--- src/rtl/rally_pkg.sv ---
// Shared types for the rally engine: FSM states, direction and player encodings.
package rally_pkg;

  typedef enum logic [1:0] {
    SERVE = 2'd0,
    PLAY  = 2'd1,
    POINT = 2'd2,
    OVER  = 2'd3
  } state_t;

  // Horizontal direction: RIGHT moves toward increasing x.
  localparam logic LEFT  = 1'b0;
  localparam logic RIGHT = 1'b1;

  // Vertical direction: DOWN moves toward increasing y.
  localparam logic UP    = 1'b0;
  localparam logic DOWN  = 1'b1;

  // Player identities, also used as the winner output encoding.
  localparam logic P1    = 1'b0;
  localparam logic P2    = 1'b1;

endpackage

--- src/rtl/rally_tick_gen.sv ---
// Move-tick prescaler: divides clk by TICK_DIV and derives the slow-speed strobe.
module rally_tick_gen #(
  parameter int TICK_DIV = 65536
) (
  input  logic clk,
  input  logic rst,
  input  logic ball_speed,
  output logic tick,
  output logic move
);

  localparam int CNT_W = (TICK_DIV > 2) ? $clog2(TICK_DIV) : 1;
  localparam logic [CNT_W-1:0] CNT_LAST = CNT_W'(TICK_DIV - 1);

  logic [CNT_W-1:0] cnt;
  logic [1:0]       sub;

  assign tick = (cnt == CNT_LAST);
  assign move = tick && (ball_speed || (sub == 2'd3));

  // Free-running prescaler and the 2-bit divider that advances once per tick.
  always_ff @(posedge clk) begin
    if (!rst) begin
      cnt <= '0;
      sub <= '0;
    end else begin
      cnt <= tick ? '0 : cnt + CNT_W'(1);
      if (tick) sub <= sub + 2'd1;
    end
  end

endmodule

--- src/rtl/rally_engine.sv ---
// Two-player rally engine: ball motion, wall/paddle reflection, scoring and serve FSM.
module rally_engine
  import rally_pkg::*;
#(
  parameter int COORD_W     = 11,
  parameter int SCORE_W     = 5,
  parameter int X_MIN       = 15,
  parameter int X_MAX       = 625,
  parameter int Y_MIN       = 30,
  parameter int Y_MAX       = 450,
  parameter int P1_X        = 45,
  parameter int P2_X        = 595,
  parameter int TICK_DIV    = 65536,
  parameter int SERVE_DELAY = 64,
  parameter int WIN_SCORE   = 11,
  parameter int BAT_SMALL   = 15,
  parameter int BAT_LARGE   = 25
) (
  input  logic               clk,
  input  logic               rst,
  input  logic [COORD_W-1:0] p1_in,
  input  logic [COORD_W-1:0] p2_in,
  input  logic               ball_speed,
  input  logic               serve_type,
  input  logic               angle,
  input  logic               bat_size,
  input  logic               serve,
  output logic [SCORE_W-1:0] p1_score,
  output logic [SCORE_W-1:0] p2_score,
  output logic [COORD_W-1:0] ball_x,
  output logic [COORD_W-1:0] ball_y,
  output logic               serving,
  output logic               game_over,
  output logic               winner
);

  typedef logic [COORD_W:0] ext_t;

  localparam int DLY_W = (SERVE_DELAY > 2) ? $clog2(SERVE_DELAY) : 1;
  localparam logic [DLY_W-1:0]   DLY_LAST = DLY_W'(SERVE_DELAY - 1);
  localparam logic [COORD_W-1:0] Y_MID    = COORD_W'((Y_MIN + Y_MAX) / 2);
  localparam logic [COORD_W-1:0] P1_HOME  = COORD_W'(P1_X + 1);
  localparam logic [COORD_W-1:0] P2_HOME  = COORD_W'(P2_X - 1);
  localparam logic [COORD_W-1:0] Y_TOP_IN = COORD_W'(Y_MIN + 1);
  localparam logic [COORD_W-1:0] Y_BOT_IN = COORD_W'(Y_MAX - 1);
  localparam logic [COORD_W-1:0] BAT_L    = COORD_W'(BAT_LARGE);
  localparam logic [COORD_W-1:0] BAT_S    = COORD_W'(BAT_SMALL);
  localparam logic [SCORE_W-1:0] WIN      = SCORE_W'(WIN_SCORE);

  state_t             state, next_state;
  logic               tick, move, move_en;
  logic               server, scorer, dx, dy, step_wide, serve_q;
  logic [COORD_W-1:0] bat;
  logic [DLY_W-1:0]   delay_cnt;
  logic               serve_rise, delay_done, launch;
  logic               hit1, hit2, goal_p1, goal_p2;
  ext_t               cand_x, cand_y, step_e, reach, dist1, dist2;
  logic [COORD_W-1:0] wall_y;
  logic               wall_dy;
  logic [SCORE_W-1:0] new_score;
  logic               reach_win, serving_d, game_over_d;

  rally_tick_gen #(.TICK_DIV(TICK_DIV)) u_tick (
    .clk        (clk),
    .rst        (rst),
    .ball_speed (ball_speed),
    .tick       (tick),
    .move       (move)
  );

  // move is by construction a subset of tick; gating keeps both strobes coherent.
  assign move_en    = tick && move;
  assign serve_rise = serve && !serve_q;
  assign delay_done = (delay_cnt >= DLY_LAST);
  assign launch     = serve_type ? serve_rise : (move_en && delay_done);

  assign step_e  = step_wide ? ext_t'(2) : ext_t'(1);
  assign cand_x  = (dx == RIGHT) ? ext_t'(ball_x) + ext_t'(1) : ext_t'(ball_x) - ext_t'(1);
  assign cand_y  = (dy == DOWN) ? ext_t'(ball_y) + step_e : ext_t'(ball_y) - step_e;
  assign reach   = ext_t'(4) + ext_t'(bat);
  assign dist1   = (cand_y >= ext_t'(p1_in)) ? cand_y - ext_t'(p1_in) : ext_t'(p1_in) - cand_y;
  assign dist2   = (cand_y >= ext_t'(p2_in)) ? cand_y - ext_t'(p2_in) : ext_t'(p2_in) - cand_y;
  assign hit1    = (dx == LEFT)  && (cand_x == ext_t'(P1_X)) && (dist1 <= reach);
  assign hit2    = (dx == RIGHT) && (cand_x == ext_t'(P2_X)) && (dist2 <= reach);
  assign goal_p2 = !hit1 && !hit2 && (cand_x <= ext_t'(X_MIN));
  assign goal_p1 = !hit1 && !hit2 && !goal_p2 && (cand_x >= ext_t'(X_MAX));

  assign new_score = ((scorer == P1) ? p1_score : p2_score) + SCORE_W'(1);
  assign reach_win = (new_score == WIN);

  // Wall reflection applied to the candidate y, independent of paddles and goals.
  always_comb begin
    wall_y  = cand_y[COORD_W-1:0];
    wall_dy = dy;
    if (cand_y <= ext_t'(Y_MIN)) begin
      wall_y  = Y_TOP_IN;
      wall_dy = DOWN;
    end else if (cand_y >= ext_t'(Y_MAX)) begin
      wall_y  = Y_BOT_IN;
      wall_dy = UP;
    end
  end

  // State register plus registered serving/game_over flags that track it exactly.
  always_ff @(posedge clk) begin
    if (!rst) begin
      state     <= SERVE;
      serving   <= 1'b1;
      game_over <= 1'b0;
    end else begin
      state     <= next_state;
      serving   <= serving_d;
      game_over <= game_over_d;
    end
  end

  // Next-state logic for the serve / rally / point / match-over sequence.
  always_comb begin
    next_state = state;
    case (state)
      SERVE:   if (launch) next_state = PLAY;
      PLAY:    if (move_en && (goal_p1 || goal_p2)) next_state = POINT;
      POINT:   next_state = reach_win ? OVER : SERVE;
      OVER:    if (serve_rise) next_state = SERVE;
      default: next_state = SERVE;
    endcase
  end

  // Status flag decode from the state being entered.
  always_comb begin
    serving_d   = (next_state == SERVE);
    game_over_d = (next_state == OVER);
  end

  // Edge register for the level-sensitive serve request.
  always_ff @(posedge clk) begin
    if (!rst) serve_q <= 1'b0;
    else      serve_q <= serve;
  end

  // Ball, score, server and rally-latch datapath.
  always_ff @(posedge clk) begin
    if (!rst) begin
      ball_x    <= P1_HOME;
      ball_y    <= Y_MID;
      dx        <= RIGHT;
      dy        <= DOWN;
      server    <= P1;
      scorer    <= P1;
      winner    <= P1;
      p1_score  <= '0;
      p2_score  <= '0;
      bat       <= BAT_L;
      step_wide <= 1'b0;
      delay_cnt <= '0;
    end else begin
      case (state)
        SERVE: begin
          ball_x <= (server == P1) ? P1_HOME : P2_HOME;
          ball_y <= Y_MID;
          dx     <= (server == P1) ? RIGHT : LEFT;
          dy     <= DOWN;
          if (launch) begin
            delay_cnt <= '0;
            step_wide <= angle;
            bat       <= bat_size ? BAT_S : BAT_L;
          end else if (move_en && !delay_done) begin
            delay_cnt <= delay_cnt + DLY_W'(1);
          end
        end
        PLAY: begin
          if (move_en) begin
            if (goal_p1 || goal_p2) begin
              scorer <= goal_p1 ? P1 : P2;
            end else begin
              ball_y <= wall_y;
              dy     <= wall_dy;
              if (hit1) begin
                ball_x <= P1_HOME;
                dx     <= RIGHT;
              end else if (hit2) begin
                ball_x <= P2_HOME;
                dx     <= LEFT;
              end else begin
                ball_x <= cand_x[COORD_W-1:0];
              end
            end
          end
        end
        POINT: begin
          if (scorer == P1) p1_score <= new_score;
          else              p2_score <= new_score;
          if (reach_win) begin
            winner <= scorer;
          end else begin
            server <= ~scorer;
            ball_x <= (scorer == P2) ? P1_HOME : P2_HOME;
            ball_y <= Y_MID;
            dx     <= (scorer == P2) ? RIGHT : LEFT;
            dy     <= DOWN;
          end
        end
        OVER: begin
          if (serve_rise) begin
            p1_score <= '0;
            p2_score <= '0;
            server   <= P1;
            ball_x   <= P1_HOME;
            ball_y   <= Y_MID;
            dx       <= RIGHT;
            dy       <= DOWN;
          end
        end
        default: ;
      endcase
    end
  end

endmodule

--- config.mk ---
export PLATFORM = sky130hd
export DESIGN_NAME = rally_engine
export DESIGN_NICKNAME = d
export VERILOG_FILES = /design/src/rtl/rally_pkg.sv /design/src/rtl/rally_tick_gen.sv /design/src/rtl/rally_engine.sv
export SDC_FILE = /design/constraint.sdc
export NUM_CORES = 1
export LEC_CHECK = 0
export ABC_CLOCK_PERIOD_IN_PS = 6500
export CORE_MARGIN = 2
export CORE_UTILIZATION = 49
export DETAILED_ROUTE_END_ITERATION = 10
export GPL_TIMING_DRIVEN = 0
export PLACE_DENSITY = 0.72
export SLEW_MARGIN = 5
export SYNTH_ARGS = -nofsm -noshare
export SYNTH_HDL_FRONTEND = slang
export SYNTH_SLANG_ARGS = --single-unit
--- constraint.sdc ---
create_clock -name clk -period 6.5 [get_ports clk]
set_input_delay 0.975 -clock clk [delete_from_list [all_inputs] [get_ports clk]]
set_output_delay 0.975 -clock clk [all_outputs]
set_load 0.005 [all_outputs]
==> metrics.txt, run 1 <==
Final nets about 1,100; final hold vios 0; Startpoint Class flip-flop; via-per-instance ratio 5.96; critical path class reg -> reg; register-to-register setup slack roughly 0.25 ns; number of remaining DRC errors 0; share of layout cells above drive strength 1 around a tenth; hold_buf cts 0; Post-synth EDFFs 0; critical path peak fanout 9; area added between synthesis and finish 23.1%; root buffer cell clkbuf_16; Vias 6,992; TritonCTS clock tree done; hold-critical path depth 2; Final Setup Violations 0; Initial DRT Pass Iterations 6; asr flop ratio synth 0%; CTS buffer count 9; # IOs 64; first-pass GRT wire length 31.4 mm; crit path capture type flip-flop; crit path time final between 6 and 7 ns; Synth top area share approximately 20%; Max Cap Viol 0; Worst Max-Slew Pin Slew 0.993 ns; core area approximately 14,000 um^2; final setup TNS 0 ns; H-Tree Depth 3; Ys Warns 0; Critical Path RT 6.73 ns; top cell type by total area after synthesis dfxtp_1; sequential-to-total area share from yosys stat about a fifth; sequential share of power 32.4%; Synth Area per Inst roughly 7.7 um^2; switching share of power 29.8%; diode count 0; Switch Pwr just over 400 uW; Clock Power Share between 40% and 50%; Pwr Total 1350 uW; clk_lat worst skew between 0.3 and 0.4 ns; Comb pwr share around a quarter; final wirelength 19.6 mm; multi-input logic area 5420 um^2; initial antenna violation count 0; Initial Utilization 50.1%; fill count between 1,000 and 1,500; Final Max Tran Viols 0; FF-to-FF Start dy; CTS clk-pin slew, worst paths roughly 0.060 ns; main flop type after synthesis dfxtp_1; post-route ant nets 0; Post-Syn Area about 6900 um^2; fin crit share between 90% and 100%; GP Congestion just under 1; Cell Pwr Density approximately 160 nW/um^2; top cells by area, synth dfxtp_1 (20%), ha_1 (16%), a21oi_1 (5.7%); outcome finished, final reports clean; Leak Pwr between 0.003 and 0.004 uW; Min-Delay Path Class reg -> reg; Post-DP HPWL 14.6 mm; total track usage 26.1%; Port-buffer cells 63; CTS sink count 69; Netlist cell types 78; sequential cell area 1390 um^2; Die X about 120 um; vias in the first global route 6,305; syn_nets between 1,000 and 1,500; Slew HR between 30% and 40%; average routed wire per standard cell approximately 17 um; Synth Register Bits 69; grt total ovfl 0; Hold Path Origin step_wide; Int Power between 900 and 1000 uW; initial drt markers 604; FMAX around 0.16 GHz; Setup Skew between 0.006 and 0.007 ns; Reg2Reg Depth 27; maximum vdd drop around 0.00011 V; # rows 43; largest net degree at the start of global routing 13; Post-Synthesis Cells between 800 and 900; Die Footprint about 15,000 um^2; reg2reg end state[1]; Bufs on Longest Clock Path 2; overall die height 123 um; Arr. time, crit path approximately 6.5 ns; Hold Path End step_wide
## cell usage after synthesis, drive strengths merged, types with 15 or more instances
cell / instances
a211oi: 16
a21o: 17
a21oi: 80
clkbuf: 30
dfxtp: 69
ha: 86
inv: 64
mux2i: 24
nand2: 75
nor2: 89
nor3: 20
nor4: 15
o211ai: 15
o21ai: 55
xnor2: 30
xor2: 22
## power groups by stage
stage	Clock (uW)	Sequential, uW	Combinational (uW)
2_1_floorplan	0	445	234
3_3_place_gp	0	448	325
3_5_place_dp	0	448	330
4_1_cts	573	438	336
5_1_grt	590	439	390
6_report	562	439	353
## worst max-delay path by stage
stage          from        end  slack (ns)
2_1_floorplan    dy         dx        0.49
3_3_place_gp     dy  ball_x[8]       -1.36
3_5_place_dp     dy  ball_x[8]       -1.44
4_1_cts          dy         dx        0.07
5_1_grt          dy  ball_x[8]       -0.03
6_report         dy   state[1]        0.25
## per-stage QoR
step / area (um^2) / util, % / hold slack (ns) / cells / setup WS, ns
after floorplan: 6920 / - / 0.430 / 899 / 0.487
after global placement: 7780 / 56.3 / 0.445 / 1142 / -1.36
after detailed placement: 7780 / 56.3 / 0.451 / 1143 / -1.44
after CTS: 8250 / 59.7 / 0.458 / 1164 / 0.0657
after global routing: 8520 / 61.6 / 0.498 / 1174 / -0.0333
final: 8520 / 61.6 / 0.455 / 1174 / 0.249
## kinds of logic after synthesis
logic type               Yosys count  share of synthesized area, %
buffers and inverters             99                          5.49
XOR/XNOR                          52                          6.96
multiplexers                      25                          3.63
AND/OR/NAND/NOR                  300                          21.5
AO/OA/AOI/OAI                    262                          25.2
adder cells (fa/ha/maj)           92                          17.3
flip-flops                        69                          20.0
## registers in the layout, summed over array words and instances, names as in the netlist
register and count:
p2_score 5, game_over 1, delay_cnt 6, dx 1
step_wide 1, p1_score 5, serve_q 1, u_tick.sub 2
server 1, scorer 1, u_tick.cnt 16, ball_y 11
bat 2, ball_x 11, dy 1, winner 1
state 2, serving 1
## cell usage in the layout, fill, tap and decap left out, types with 17 or more instances in the layout
master / instances
dfxtp_1: 68
xnor2_1: 25
buf_4: 18
nor2_1: 86
a21oi_1: 74
xor2_1: 19
clkbuf_1: 26
ha_1: 82
inv_1: 63
nand2_1: 75
o21ai_0: 45
mux2i_1: 24
clkdlybuf4s50_1: 63
nor3_1: 17
## layer usage
metal  vias up  GRT usage, %  wire [um]
met5         -             0          0
met4         0          6.75        236
met3        26          4.46       1230
met2       240          39.1       8560
met1      3289          38.5       9540
li1       3437             -          -
## cell type report
cell class	count	share of cell area (%)
timing repair buffer	81	8.99
multi-input combinational	731	63.6
clock inverter	6	1.31
sequential	69	16.3
buffer	33	1.64
inverter	64	2.86
clock buffer	10	2.69
tap	180	2.64
## critical path, stage by stage, from the launching register on
cell	delay (ns)
dfxtp_4	0.40
clkinvlp_4	0.15
buf_4	0.18
buf_4	0.14
ha_1	0.47
a21o_1	0.23
a31oi_4	0.06
xnor2_4	0.33
ha_1	0.29
buf_2	0.18
a21oi_1	0.12
o21ai_1	0.11
or2_2	0.31
o22a_2	0.24
nor2_4	0.23
mux2i_1	0.25
xnor2_1	0.16
ha_1	0.28
a21o_1	0.16
a21o_1	0.17
a21o_1	0.19
a21oi_2	0.16
o211ai_1	0.11
a2111oi_2	0.24
nand4_1	0.18
o31a_1	0.37
buf_4	0.18
a31o_2	0.23
## repair_timing
item                       in CTS  in global routing
gates resized for setup        18                 43
gates cloned                    0                  0
buffers inserted                5                 12
pin swaps                       1                 14
setup endpoints to repair      10                 10
No activity file was read; power rests on OpenSTA's default activity.
==> run 2: changes to the inputs <==
- ABC_CLOCK_PERIOD_IN_PS: 6500 -> not set
- REMOVE_ABC_BUFFERS: not set -> 1
==> metrics.txt, run 2 (same netlist as run 1, synthesis figures left out) <==
diode count 0 (unchanged); root buffer cell clkbuf_16; max reg flops 16 (unchanged); average routed wire per standard cell 16.5 um (-0.75%); max incr delay on CP 0.46 ns (about the same); Startpoint Class flip-flop; critical path peak fanout 6 (-3); pre-CTS WS -1.33 ns (+0.113 ns); Vias 6,815 (-2.5%); Initial Utilization 50.1% (unchanged); outcome finished, final reports clean; total track usage 24.9% (-1.2 points); post-route ant nets 0 (unchanged); Worst Max-Slew Pin Slew 1.03 ns (+0.0323 ns); final hold vios 0 (unchanged); vias in the first global route 6,151 (-2.4%); crit path time final 6.30 ns (+0.0438 ns); setup ws final 0.205 ns (-0.0438 ns); CTS clk-pin slew, worst paths 0.06 ns (about the same); Critical Path RT 6.77 ns (+0.04 ns); number of remaining DRC errors 0 (unchanged); CTS buffer count 9 (unchanged); # IOs 64 (unchanged); Die Footprint 15,100 um^2 (unchanged); overall die height 123 um (unchanged); commonest non-fill, non-tap cell in the layout nor2_1; Slew HR 31.4% (-1.5 points); post-route cell area 8540 um^2 (+0.19%); fin crit share 96.8% (+0.67 points); critical path class reg -> reg; Final Max Tran Viols 0 (unchanged); initial drt markers 551 (-8.8%); area added between synthesis and finish 23.3%; Initial DRT Pass Iterations 5 (-1); GP Congestion 0.921 (-5.7%); crit path capture type flip-flop; largest net degree at the start of global routing 32 (+19); via-per-instance ratio 5.91 (-0.84%); hold_buf cts 0 (unchanged); clk_lat worst skew 0.34 ns (about the same); Final Setup Violations 0 (unchanged); Cell Area, Placed 7670 um^2 (-1.5%); core area 13,800 um^2 (unchanged); Bufs on Longest Clock Path 2 (unchanged); Port-buffer cells 63 (unchanged); Cell Pwr Density 151 nW/um^2 (-5.1%); most frequent cells in the layout nor2_1 (87), a21oi_1 (75), nand2_1 (75), ha_1 (72), dfxtp_1 (68); share of layout cells above drive strength 1 11.6% (+1.5 points); Final nets 1,090 (-1.8%); grt total ovfl 0 (unchanged); # rows 43 (unchanged); H-Tree Depth 3 (unchanged); first-pass GRT wire length 30.1 mm (-4.0%); Arr. time, crit path 6.57 ns (+0.09 ns); Die X 123 um (unchanged); Max Cap Viol 0 (unchanged); biggest regs u_tick.cnt (16), ball_x (11), ball_y (11); TritonCTS clock tree done; FMAX 0.159 GHz (-0.70%); Setup Skew 0.00862 ns (+0.00227 ns); Most flops, register u_tick.cnt; final wirelength 19.1 mm (-2.4%); Post-DP HPWL 13.9 mm (-4.7%); maximum vdd drop 0.000141 V (+31%); Leak Pwr 0.00365 uW (-0.86%); CP max stage cell xnor2_2; Min-Delay Path Class reg -> reg; most used cell, CP a21o_1; initial antenna violation count 0 (unchanged); CTS sink count 69 (unchanged)
[run 2: final cells by class]
| type | count | area (um^2) |
|---|---|---|
| inverters | 64 | 244 |
| multi-input cells | 731 | 5500 |
| flip-flops and latches | 69 | 1390 |
| fillers | 1233 | 5290 |
| clock inverters | 6 | 71.3 |
| clock buffers | 10 | 229 |
| repair buffers | 94 | 883 |
| well taps | 180 | 225 |
[run 2: final timing paths]
check,endpoint,start,cells past startpoint,slack [ns]
worst max-delay path,dx,dy,27,0.20
worst min-delay path,step_wide,step_wide,2,0.46
worst max register to register,dx,dy,27,0.20
worst min register to register,step_wide,step_wide,2,0.46
[run 2: power by group]
| part | leakage, uW | switching, uW | internal (uW) |
|---|---|---|---|
| registers | 0.000558 | 8.98 | 430 |
| clock network | 0.000139 | 199 | 300 |
| logic | 0.00295 | 200 | 150 |
| total | 0.00365 | 408 | 880 |
[run 2: per-layer routing]
| metal | vias to the layer above | routed length [um] | part of all wire (%) | GRT usage [%] |
|---|---|---|---|---|
| met5 | - | 0 | 0 | 0 |
| met4 | 0 | 280 | 1.5 | 6.03 |
| met3 | 26 | 1290 | 6.7 | 4.74 |
| met2 | 208 | 8780 | 46 | 40.3 |
| met1 | 3185 | 8750 | 46 | 34.2 |
| li1 | 3396 | - | - | - |
[run 2: worst max-delay path, delay by kind of cell, from the launching register on]
kind                     cells  cell delay (ns)
XOR/XNOR                     2             0.61
multiplexers                 1             0.28
adder cells (fa/ha/maj)      3             0.85
buffers and inverters        3             0.49
AND/OR/NAND/NOR              5             1.11
AO/OA/AOI/OAI               13             2.52
flip-flops                   1             0.36
[run 2: through the flow]
step | hold slack (ns) | TNS, ns | utilization [%] | std cells | power (uW)
floorplan | 0.430 | 0 | - | 864 | 674
global placement | 0.446 | -12.23 | 55.2 | 1107 | 766
detailed placement | 0.452 | -11.77 | 55.5 | 1109 | 773
CTS | 0.460 | 0 | 58.5 | 1133 | 1280
global route | 0.475 | -0.0194 | 61.7 | 1154 | 1350
finish | 0.457 | 0 | 61.7 | 1154 | 1290
[run 2: repair_timing]
item,4_1_cts,5_1_grt
gates resized for setup,15,51
endpoints found under the hold margin,0,0
buffers inserted,8,21
endpoints found under the setup margin,10,10
pin swaps,3,17
